`src/rtl/dac_frame_loader.sv`:
```
// Serial 16-bit DAC control frame loader: synchronizes cs_n/sdi/bit_en, shifts a frame,
// and loads vref/vr/vm/vrc on a good frame. Optional even parity on bit 0 via DAC_FRAME_PARITY_EN.
module dac_frame_loader #(
  parameter int         SYNC_STAGES = 2,
  parameter logic [3:0] VREF_RST    = 4'h0
) (
  input  logic       clk,
  input  logic       rst_n,
  input  logic       cs_n,
  input  logic       sdi,
  input  logic       bit_en,
  output logic [3:0] vref,
  output logic [2:0] vr,
  output logic [2:0] vm,
  output logic [2:0] vrc,
  output logic       upd,
  output logic       frame_err,
  output logic       busy
);

  localparam logic [1:0] S_IDLE  = 2'd0;
  localparam logic [1:0] S_SHIFT = 2'd1;
  localparam logic [1:0] S_CHECK = 2'd2;
  localparam logic [1:0] S_WAIT  = 2'd3;

  logic [SYNC_STAGES-1:0] cs_sync_q, cs_sync_d;
  logic [SYNC_STAGES-1:0] sdi_sync_q, sdi_sync_d;
  logic [SYNC_STAGES-1:0] be_sync_q, be_sync_d;
  logic                   cs_s, sdi_s, be_s;

  logic [1:0]  state_q, state_d;
  logic [4:0]  cnt_q, cnt_d;
  logic [15:0] sreg_q, sreg_d;
  logic [3:0]  vref_q, vref_d;
  logic [2:0]  vr_q, vr_d, vm_q, vm_d, vrc_q, vrc_d;
  logic        upd_q, upd_d;
  logic        err_q, err_d;
  logic        arm_q, arm_d;
  logic        frame_ok;
  logic        unused_rsvd;

  always_comb begin
    cs_sync_d  = {cs_sync_q[SYNC_STAGES-2:0], cs_n};
    sdi_sync_d = {sdi_sync_q[SYNC_STAGES-2:0], sdi};
    be_sync_d  = {be_sync_q[SYNC_STAGES-2:0], bit_en};
  end

  assign cs_s  = cs_sync_q[SYNC_STAGES-1];
  assign sdi_s = sdi_sync_q[SYNC_STAGES-1];
  assign be_s  = be_sync_q[SYNC_STAGES-1];

`ifdef DAC_FRAME_PARITY_EN
  assign frame_ok = ~^sreg_q;
`else
  assign frame_ok = 1'b1;
`endif
  assign unused_rsvd = ^sreg_q[2:0];

  always_comb begin
    state_d = state_q;
    cnt_d   = cnt_q;
    sreg_d  = sreg_q;
    vref_d  = vref_q;
    vr_d    = vr_q;
    vm_d    = vm_q;
    vrc_d   = vrc_q;
    upd_d   = 1'b0;
    err_d   = 1'b0;
    // a frame may only start once synced cs_n has been seen high since reset
    arm_d   = arm_q | cs_s;
    case (state_q)
      S_IDLE: begin
        if (!cs_s && arm_q) begin
          state_d = S_SHIFT;
          cnt_d   = 5'd0;
        end
      end
      S_SHIFT: begin
        if (cs_s) begin
          state_d = S_IDLE;
          err_d   = 1'b1;
        end else if (be_s) begin
          sreg_d = {sreg_q[14:0], sdi_s};
          cnt_d  = cnt_q + 5'd1;
          if (cnt_q == 5'd15) state_d = S_CHECK;
        end
      end
      S_CHECK: begin
        state_d = S_WAIT;
        if (frame_ok) begin
          vref_d = sreg_q[15:12];
          vr_d   = sreg_q[11:9];
          vm_d   = sreg_q[8:6];
          vrc_d  = sreg_q[5:3];
          upd_d  = 1'b1;
        end else begin
          err_d = 1'b1;
        end
      end
      S_WAIT: begin
        if (cs_s) state_d = S_IDLE;
      end
      default: state_d = S_IDLE;
    endcase
  end

  always_ff @(posedge clk or negedge rst_n) begin
    if (!rst_n) begin
      cs_sync_q  <= '1;
      sdi_sync_q <= '0;
      be_sync_q  <= '0;
      state_q    <= S_IDLE;
      cnt_q      <= 5'd0;
      sreg_q     <= 16'd0;
      vref_q     <= VREF_RST;
      vr_q       <= 3'd0;
      vm_q       <= 3'd0;
      vrc_q      <= 3'd0;
      upd_q      <= 1'b0;
      err_q      <= 1'b0;
      arm_q      <= 1'b0;
    end else begin
      cs_sync_q  <= cs_sync_d;
      sdi_sync_q <= sdi_sync_d;
      be_sync_q  <= be_sync_d;
      state_q    <= state_d;
      cnt_q      <= cnt_d;
      sreg_q     <= sreg_d;
      vref_q     <= vref_d;
      vr_q       <= vr_d;
      vm_q       <= vm_d;
      vrc_q      <= vrc_d;
      upd_q      <= upd_d;
      err_q      <= err_d;
      arm_q      <= arm_d;
    end
  end

  assign vref      = vref_q;
  assign vr        = vr_q;
  assign vm        = vm_q;
  assign vrc       = vrc_q;
  assign upd       = upd_q;
  assign frame_err = err_q;
  assign busy      = (state_q != S_IDLE);

endmodule

```
`config.mk`:
```
export PLATFORM = sky130hd
export DESIGN_NAME = dac_frame_loader
export DESIGN_NICKNAME = d
export VERILOG_FILES = /design/src/rtl/dac_frame_loader.sv
export SDC_FILE = /design/constraint.sdc
export NUM_CORES = 1
export LEC_CHECK = 0
export ABC_AREA = 0
export CORE_MARGIN = 10
export CORE_UTILIZATION = 54
export DETAILED_ROUTE_END_ITERATION = 10
export PLACE_DENSITY = 0.78
export RECOVER_POWER = 100
export SYNTH_ARGS = -nofsm -noshare
export SYNTH_HDL_FRONTEND = slang
export SYNTH_SLANG_ARGS = --single-unit
```
`constraint.sdc`:
```
create_clock -name clk -period 2.2 [get_ports clk]
set_clock_uncertainty 0.1 [all_clocks]
set_input_delay 0.66 -clock clk [delete_from_list [all_inputs] [get_ports clk]]
set_output_delay 0.66 -clock clk [all_outputs]
set_load 0.02 [all_outputs]
```
# After elaboration in Yosys (flattened, before gate mapping)
# Index checks and enable logic that the tools add are counted.
[word_totals] reg_bits=45 inputBits=5 out_inout_bits=16 wordCells=47
[classes] add_sub_neg=1 n_eq_ne=10 muxes=13 bitwise=2 n_reduce_logical=8
[ops] operator="$mux 5" count=3
[ops] operator="$mux 2" count=5
[ops] operator="$pmux 5 s2" count=1
[ops] operator="$ne 2x2->1 const B" count=4
[ops] operator="$pmux 2 s4" count=1
[ops] operator="$reduce_and 4->1" count=2
[ops] operator="$ne 3x3->1 const B" count=2
[ops] operator="$add 5x1->5 const B" count=1
[ops] operator="$eq 5x4->1 const B" count=1
[ops] operator="$eq 2x2->1 const B" count=2
[ops] operator="$reduce_bool 2->1" count=2
[ops] operator="$mux 1" count=3
[ops] operator="$reduce_and 3->1" count=1
[ops] operator="$eq 2x1->1 const B" count=1
[ops] operator="$logic_not 2->1" count=1
[ops] operator="$logic_and 1x1->1" count=1
[ops] operator="$logic_not 1->1" count=1
[ops] operator="$not 1->1" count=1
[ops] operator="$or 1x1->1" count=1

# Logic depth before layout (Yosys ltp)
[depth] ltp_word=5 mapped_depth=5 depth_no_buf=5

# Least setup slack after synthesis
# Ideal clock, no wire load.
[synth_timing] path_kind="flip-flop to output port" from="register (tool-made name)" to="output busy" arrival_time_ns=0.893 t_required_ns=1.440 path_slack_ns=0.547 stages_incl_launch_ff=3 path_buffers=1 path_cell_list="dfrtp_1 -> clkbuf_1 -> or2_2"
[synth_rtl] item="end, declared" line="18" text="output logic busy"

# Worst setup path in the final report
[layout_timing] from="register err_q (netlist: frame_err)" to="output frame_err"
[layout_rtl] item="start, declared" line="37" text="logic err_q, err_d;"
[layout_rtl] item="start signal, assigned" line="134" text="err_q <= err_d;"
[layout_rtl] item="end, declared" line="17" text="output logic frame_err,"
# No word-level cell between the ends.

==> impl_metrics.env <==
export IMPL_htree_levels=2
export IMPL_irDropWorstVdd_mv=0.4132
export IMPL_cts_buffers=5
export IMPL_drc=0
export IMPL_ctsRootBufferMaster="clkbuf_4"
export IMPL_fin_nets=148
export IMPL_cts_resized=1
export IMPL_post_cts_setup_buffers=0
export IMPL_netlist_top_cells_count="43 x dfrtp_1, 31 x mux2_2, 3 x buf_2, 3 x o31ai_1"
export IMPL_dp_cells=178
export IMPL_dominantRegCellSynth="dfrtp_1"
export IMPL_p_switching_mw=0.3657
export IMPL_status="finished, final reports clean"
export IMPL_initial_core_util_pct=56.99
export IMPL_r2r_slack_ns=0.19
export IMPL_hp_start="be_sync_q[0]"
export IMPL_r2r_start="state_q[0]"
export IMPL_gp_congestion=0.7521
export IMPL_dr_pass1_iters=4
export IMPL_syn_nets=122
export IMPL_yosys_warnings=0
export IMPL_worstPathArrival_ns=1.35
export IMPL_io_buffers=20
export IMPL_fmax_mhz=473.3
export IMPL_avgSynthCellArea_um2=15.25
export IMPL_critPathMaxStageDelay_ns=0.64
export IMPL_p_comb_share_pct=9.3
export IMPL_antenna_found_initial=0
export IMPL_p_int_mw=1.146
export IMPL_synth_area_leaders="dfrtp_1 61%, mux2_2 20%, dfstp_2 3.0%"
export IMPL_hold_path_end="be_sync_q[1]"
export IMPL_cts_buffer_depth=2
export IMPL_io_pins=21
export IMPL_slowest_stage="dlygate4sd3_1"
export IMPL_hp_class="register to register"
export IMPL_yosysTopAreaCellShare_pct=61.34
export IMPL_post_route_period_util_pct=96.05
export IMPL_maxSlewHeadroom_pct=20.86
export IMPL_via_count=983
export IMPL_min_path_cells=0
export IMPL_path_cells="dlygate4sd3_1"
export IMPL_drive_gt1_share_pct=31.21
export IMPL_die_h_um=77.00
export IMPL_core_um2=3078
export IMPL_routed_via_density=5.314
export IMPL_syn_inst=115
export IMPL_maxCapViolations=0
export IMPL_antenna_cells=0
export IMPL_path_class="register to output port"
export IMPL_r2r_cells=5
export IMPL_grt_max_degree=25
export IMPL_drt_initial_drc_count=59
export IMPL_grt_overflow=0
export IMPL_finalSetupViolations=0
export IMPL_die_w_um=77.00
export IMPL_stdcell_count=185
export IMPL_global_route_usage_total_pct=10.17
export IMPL_fin_crit_ns=2.113
export IMPL_syn_cell_area_um2=1754
export IMPL_grt_pass1_vias=1068
export IMPL_p_total_mw=1.512
export IMPL_wl_per_cell_um=14.62
export IMPL_synth_largest_area_cell="dfrtp_1"
export IMPL_n_fill_cell=238
export IMPL_cts_tree="yes"
export IMPL_areaGrowthSynthToFinish_pct=16.48
export IMPL_reg2reg_to="sreg_q[15]"
export IMPL_slew_violations=0
export IMPL_hold_viol_final=0
export IMPL_crit_required_ns=1.44
export IMPL_rsz0062_at_grt="no"
export IMPL_postRouteAntennaNets=0
export IMPL_ys_seq_area_share_pct=64.34
export IMPL_power_density_nw_per_um2=739.8
export IMPL_synth_cell_types=29
export IMPL_cts_sinks=45
export IMPL_synth_most_common_cell="dfrtp_1"
export IMPL_ys_ff_latch=45
export IMPL_place_hpwl_um=1978
export IMPL_worst_pin_slew_ns=1.187
export IMPL_crit_family="buffers and inverters"
export IMPL_clock_power_share_pct=26.1
export IMPL_critPathCaptureType="output port"
export IMPL_grt_pass1_wl_um=4919
export IMPL_seqPwrFrac_pct=64.6
export IMPL_worstSetupStartpointType="register"
export IMPL_cts_clk_slew_worst_paths_ns=0.12
export IMPL_path_buf_inv=1
export IMPL_p_sw_share_pct=24.19
export IMPL_finalWirelength_um=2704
export IMPL_cts_hold_buf=0
export IMPL_setup_tns_final_ns=0
export IMPL_insertion_delay_ns=0.35
export IMPL_std_cell_rows=20
export IMPL_dieArea_um2=5928
export IMPL_path_max_fanout=1
export IMPL_synth_edff_count=0
export IMPL_async_flop_share_pct=100.0
export IMPL_leakage_nw=0.9668
==> per-stage QoR <==
step	setup WS (ns)	hold slack (ns)	area (µm²)	utilization, %
final	0.08700	0.2669	2043	66.38
after global routing	0.01785	0.2809	2043	66.38
after CTS	0.06035	0.1584	2058	66.87
after detailed placement	0.2627	0.2419	2001	65.00
after global placement	0.2650	0.2337	2001	65.00
after floorplan	0.5474	0.2312	1754	-
==> logic make-up (layout without fill, tap and decap cells) <==
kind of cell    count (synthesis)  in the layout  share of synthesized area, %
fa+ha+maj                       2              2                         1.426
simple gates                   18             18                         6.990
buf+inv                         8             34                         2.781
mux                            32             32                         20.47
flops                          45             45                         64.34
compound gates                 10             10                         3.994
==> final cells by class <==
type	instances	area [µm²]	area share (%)
Clock buffer	6	51.30	2.511
Timing Repair Buffer	25	216.5	10.59
Sequential cell	45	1129	55.24
Clock inverter	1	7.507	0.3674
Multi-Input combinational cell	62	576.8	28.23
Inverter	2	7.507	0.3674
Tap cell	44	55.05	2.694
==> layout by cell type (no fill, tap or decap), types with 2 or more instances in the layout <==
cell type,n
a31oi_1,2
clkbuf_1,4
clkbuf_4,5
clkdlybuf4s50_1,14
dfrtp_1,43
dlygate4sd3_1,4
ha_1,2
inv_1,2
mux2_2,30
nand2b_1,2
nand3_1,2
nor2_1,2
o31ai_1,3
or2_2,2
or3_1,2
==> power groups by stage <==
stage | registers [mW] | logic (mW) | clock network [mW]
floorplan | 0.971 | 0.108 | 0
global placement | 0.987 | 0.140 | 0
detailed placement | 0.993 | 0.150 | 0
CTS | 0.977 | 0.149 | 0.414
global route | 0.994 | 0.161 | 0.443
finish | 0.977 | 0.140 | 0.395
==> sequential cells by signal (all words and copies together), names as in the netlist, named ones only <==
signal      flops
vref            4
sreg_q         16
vrc             3
state_q         1
be_sync_q       2
vm              3
cnt_q           5
upd             1
cs_sync_q       2
arm_q           1
frame_err       1
sdi_sync_q      2
vr              3
==> worst max path at each step <==
| stage | start | to | cells past startpoint |
|---|---|---|---|
| 2_1_floorplan | register | busy | 2 |
| 3_3_place_gp | state_q[0] | busy | 2 |
| 3_5_place_dp | state_q[0] | busy | 2 |
| 4_1_cts | vm[0] | vm[0] | 1 |
| 5_1_grt | vrc[0] | vrc[0] | 1 |
| 6_report | frame_err | frame_err | 1 |
==> layer usage <==
layer,GRT usage [%],routed length (µm)
met2,15.94,1290
met3,5.012,195
met5,0,0
met4,3.832,29
met1,11.70,1188
Note: power is estimated with default switching activity, not from simulation.
